===== config.mk =====
export PLATFORM = sky130hd
export DESIGN_NAME = mem_arbiter
export DESIGN_NICKNAME = d
export VERILOG_FILES = /design/src/rtl/mem_arbiter_pkg.sv /design/src/rtl/mem_arbiter.sv
export SDC_FILE = /design/constraint.sdc
export NUM_CORES = 1
export LEC_CHECK = 0
export CAP_MARGIN = 20
export CORE_AREA = 2 2 286 288
export CTS_BUF_LIST = sky130_fd_sc_hd__clkbuf_4
export DETAILED_ROUTE_END_ITERATION = 8
export DIE_AREA = 0 0 288 290
export GPL_TIMING_DRIVEN = 1
export SETUP_SLACK_MARGIN = 0.1
export SLEW_MARGIN = 20
export SYNTH_ARGS = -nofsm -noshare
export SYNTH_HDL_FRONTEND = slang
export SYNTH_SLANG_ARGS = --single-unit

===== constraint.sdc =====
create_clock -name clk -period 1.8 [get_ports clk]
set_input_delay 0.45 -clock clk [delete_from_list [all_inputs] [get_ports clk]]
set_output_delay 0.45 -clock clk [all_outputs]
set_load 0.005 [all_outputs]

===== src/rtl/mem_arbiter_pkg.sv =====
// Shared definitions for the ICACHE/DCACHE memory arbiter: FSM state encoding,
// grant identifiers and the tie-break helper used when both caches request.
package mem_arbiter_pkg;

    typedef enum logic [1:0] {
        ST_IDLE    = 2'd0,
        ST_SERVE_I = 2'd1,
        ST_SERVE_D = 2'd2
    } arb_state_e;

    typedef logic grant_t;

    localparam grant_t GNT_I = 1'b0;
    localparam grant_t GNT_D = 1'b1;

    // On a tie the client that was not granted last wins; otherwise the sole requester.
    function automatic grant_t pick_winner(input logic i_req, input logic d_req, input grant_t last);
        grant_t w;
        if (i_req && d_req) begin
            w = (last == GNT_I) ? GNT_D : GNT_I;
        end else if (d_req) begin
            w = GNT_D;
        end else begin
            w = GNT_I;
        end
        return w;
    endfunction

endpackage


===== src/rtl/mem_arbiter.sv =====
// Round-robin arbiter sharing one block memory port between ICACHE (read-only)
// and DCACHE (read/write). Memory command outputs are driven straight from flops.
module mem_arbiter
    import mem_arbiter_pkg::*;
#(
    parameter int ADDR_W = 28,
    parameter int DATA_W = 128
) (
    input  logic              clk,
    input  logic              rst_n,

    input  logic              I_mem_read,
    input  logic [ADDR_W-1:0] I_mem_addr,
    output logic [DATA_W-1:0] I_mem_rdata,
    output logic              I_mem_ready,

    input  logic              D_mem_read,
    input  logic              D_mem_write,
    input  logic [ADDR_W-1:0] D_mem_addr,
    input  logic [DATA_W-1:0] D_mem_wdata,
    output logic [DATA_W-1:0] D_mem_rdata,
    output logic              D_mem_ready,

    output logic              mem_read,
    output logic              mem_write,
    output logic [ADDR_W-1:0] mem_addr,
    output logic [DATA_W-1:0] mem_wdata,
    input  logic [DATA_W-1:0] mem_rdata,
    input  logic              mem_ready
);

    arb_state_e        state_q, state_d;
    grant_t            last_grant_q, last_grant_d;
    logic [ADDR_W-1:0] addr_q, addr_d;
    logic [DATA_W-1:0] wdata_q, wdata_d;
    logic              mem_read_q, mem_read_d;
    logic              mem_write_q, mem_write_d;

    logic              i_req;
    logic              d_req;
    grant_t            winner;

    assign i_req = I_mem_read;
    assign d_req = D_mem_read | D_mem_write;

    always_comb begin
        state_d      = state_q;
        last_grant_d = last_grant_q;
        addr_d       = addr_q;
        wdata_d      = wdata_q;
        mem_read_d   = mem_read_q;
        mem_write_d  = mem_write_q;
        winner       = pick_winner(i_req, d_req, last_grant_q);

        unique case (state_q)
            ST_IDLE: begin
                if (i_req || d_req) begin
                    if (winner == GNT_D) begin
                        state_d     = ST_SERVE_D;
                        addr_d      = D_mem_addr;
                        wdata_d     = D_mem_wdata;
                        // A simultaneous read+write is carried out as a write.
                        mem_write_d = D_mem_write;
                        mem_read_d  = ~D_mem_write;
                    end else begin
                        state_d     = ST_SERVE_I;
                        addr_d      = I_mem_addr;
                        mem_read_d  = 1'b1;
                        mem_write_d = 1'b0;
                    end
                end
            end
            ST_SERVE_I: begin
                if (mem_ready) begin
                    state_d      = ST_IDLE;
                    mem_read_d   = 1'b0;
                    mem_write_d  = 1'b0;
                    last_grant_d = GNT_I;
                end
            end
            ST_SERVE_D: begin
                if (mem_ready) begin
                    state_d      = ST_IDLE;
                    mem_read_d   = 1'b0;
                    mem_write_d  = 1'b0;
                    last_grant_d = GNT_D;
                end
            end
            default: begin
                state_d     = ST_IDLE;
                mem_read_d  = 1'b0;
                mem_write_d = 1'b0;
            end
        endcase
    end

    always_ff @(posedge clk or negedge rst_n) begin
        if (!rst_n) begin
            state_q      <= ST_IDLE;
            last_grant_q <= GNT_I;
            addr_q       <= '0;
            wdata_q      <= '0;
            mem_read_q   <= 1'b0;
            mem_write_q  <= 1'b0;
        end else begin
            state_q      <= state_d;
            last_grant_q <= last_grant_d;
            addr_q       <= addr_d;
            wdata_q      <= wdata_d;
            mem_read_q   <= mem_read_d;
            mem_write_q  <= mem_write_d;
        end
    end

    // Completion is signalled in the same cycle the memory reports ready.
    assign I_mem_ready = (state_q == ST_SERVE_I) && mem_ready;
    assign D_mem_ready = (state_q == ST_SERVE_D) && mem_ready;
    assign I_mem_rdata = mem_rdata;
    assign D_mem_rdata = mem_rdata;

    assign mem_read  = mem_read_q;
    assign mem_write = mem_write_q;
    assign mem_addr  = addr_q;
    assign mem_wdata = wdata_q;

endmodule


==> results.json <==
{
  "yosys-top-cells-area": "dfrtp_1 (46%), buf_4 (22%), mux2_4 (20%)",
  "hold_violations": 0,
  "final_area_um2": 13500,
  "cts.clk_slew.worst_paths_ns": 0.18,
  "cp-startpoint": "state_q[1]",
  "whs_ns": 0.222,
  "drive_gt1_share_pct": 58.1,
  "wl_met3_um": 4450,
  "peakVddDrop_uv": 616,
  "gp_congestion": 0.762,
  "combPwrFrac_pct": 59.7,
  "yosys.area.top_type_share_pct": 45.6,
  "layout.nets": 1295,
  "outcome": "complete, but fails checks",
  "final_cells": 2052,
  "worstSetupStartpointType": "flip-flop",
  "fp-row-count": 104,
  "grt_antenna_before_repair": 4,
  "yosys_register_bits": 161,
  "htreeDepth": 4,
  "postRouteWirelength_um": 34000,
  "period_minus_slack_ns": 2.18,
  "setup_violations": 86,
  "first_pass_iters": 4,
  "clock.fmax_mhz": 459,
  "drt-met1-wl_um": 11900,
  "clockRootBuffer": "clkbuf_4",
  "routedWlPerCell_um": 16.6,
  "dp_cells": 1844,
  "critical_path_class": "flip-flop to primary output",
  "ys_types": 25,
  "grt.overflow.total": 0,
  "p_leak_uw": 0.00624,
  "yosys.area.top_type": "dfrtp_1",
  "violations": "negative setup slack",
  "end_kind": "primary output",
  "syn_avg_cell_area_um2": 13.1,
  "io_pins": 734,
  "die-area_um2": 83500,
  "synth_warnings": 0,
  "grt_setup_unrepaired": "yes",
  "fp.coreArea_um2": 80200,
  "place_hpwl_um": 22500,
  "io_buffers": 349,
  "post-route-period-util_pct": 121,
  "clock_skew_ns": 0.0279,
  "p_total_uw": 22000,
  "die_h_um": 290,
  "grt_pass1_wl_um": 41400,
  "placed_area_um2": 11900,
  "clock_path_buffers": 2,
  "slew_headroom_pct": 52.6,
  "syn_to_final_growth_pct": 52.8,
  "hold_path_class": "input pin to async pin",
  "power.switching_uw": 7540,
  "cts_sinks": 161,
  "finalMaxSlewViolations": 0,
  "seqPwrFrac_pct": 29.8,
  "fin_ws_ns": -0.380,
  "synth_cells": 675,
  "netlist_area_um2": 8840,
  "drc": 0,
  "grtUsageTotal_pct": 7.01,
  "cap_viol_max_count": 0,
  "final_cell_mix": "clkdlybuf4s50_1 (188), dfrtp_1 (159), buf_2 (148), buf_4 (148), mux2_4 (120)",
  "final_common_cell": "clkdlybuf4s50_1",
  "vias_per_cell": 2.92,
  "syn-num-nets": 996,
  "intPower_uw": 14500,
  "grt_pass1_vias": 6177,
  "clock_latency_ns": 0.77,
  "crit_required_ns": 1.35,
  "switching_share_pct": 34.3,
  "rr_startpoint": "state_q[1]",
  "ys_seq_area_share_pct": 45.6,
  "grt_max_degree": 50,
  "tritoncts": "yes",
  "via_count": 5999,
  "initial_utilization_pct": 11.0,
  "top_layer": "met5",
  "cp_max_fo": 2,
  "wl_met2_um": 15800,
  "cts_inserted_buffers": 17,
  "arrival_ns": 1.73,
  "ant_nets": 0,
  "initialDrtViolationCount": 101,
  "worstMarginPinSlew_ns": 0.711,
  "dieWidth_um": 288,
  "power.clock.fraction_pct": 10.6,
  "fillerInstances": 8885,
  "power.density_nw_per_um2": 1630,
  "post-place-ws_ns": -0.531
}
cell families after synthesis:
logic type,after synthesis,share of synthesized area (%)
simple gates,36,1.63
buf+inv,282,25.3
compound gates,37,2.52
fa+ha+maj,3,0.424
mux,156,24.6
flops,161,45.6
per-stage QoR:
step / util, % / TNS (ns)
6_report: 16.9 / -5.40
5_1_grt: 16.9 / -31.91
4_1_cts: 15.3 / -31.98
3_5_place_dp: 14.8 / -72.35
3_3_place_gp: 14.8 / -68.13
2_1_floorplan: - / 0
path summary, 6_finish.rpt:
check	end	slack, ns	cells after the start
setup / recovery	D_mem_ready	-0.38	4
hold / removal	mem_addr[22]	0.22	2
setup reg to reg	last_grant_q	-0.26	15
hold reg to reg	mem_addr[6]	0.51	2
max in group asynchronous	mem_wdata[97]	0.98	3
min in group clk	mem_addr[26]	0.28	3
per-layer routing:
metal | vias up | track usage, %
met5 | - | 0.465
met4 | 6 | 5.56
met3 | 135 | 4.32
met2 | 447 | 10.8
met1 | 2804 | 6.60
li1 | 2607 | -
cell type report:
cell class	instances	area, um^2	area share [%]
Tap cell	1060	1330	9.81
Inverter	3	13.8	0.102
Clock buffer	17	128	0.944
Antenna cell	6	15.0	0.111
Clock inverter	14	131	0.972
Sequential cell	161	4030	29.8
Timing Repair Buffer	554	4920	36.4
Multi-Input combinational cell	237	2950	21.8
timing repair:
action                     in CTS  in global routing
gates cloned                    1                 24
hold buffers                    1                  0
gates resized for setup       666                112
hold endpoints to repair      161                  0
pin swaps                       1                 25
buffers inserted               96                 50
setup endpoints to repair     285                304
cell usage after synthesis, drive strengths merged:
library cell and n:
mux2 128, nor2b 1, nand2 32, mux2i 28, o21ai 28, nor2 1, a22o 3, buf 277
o31ai 1, nor3 1, inv 3, a21o 2, a32o 1, ha 3, o2bb2ai 1, clkbuf 2
dfrtp 161, a2bb2oi 1, and2 1
registers in the layout (all words and copies together), names as in the netlist:
register	count
last_grant_q	1
mem_addr	28
mem_read	1
mem_wdata	128
mem_write	1
state_q	2
worst max-delay path: stages (launching register included):
cell	delay, ns
dfrtp_1	0.43
buf_6	0.14
ha_4	0.14
and2_4	0.14
buf_6	0.11
power groups by stage:
stage,clock [uW],sequential [uW],combinational [uW]
final,2320,6550,13100
after detailed placement,0,6710,9930
after global placement,0,6670,9790
after global routing,2660,6750,14000
after floorplan,0,6630,5180
after CTS,2540,6490,10100
Power figures use the tool's default switching activity.
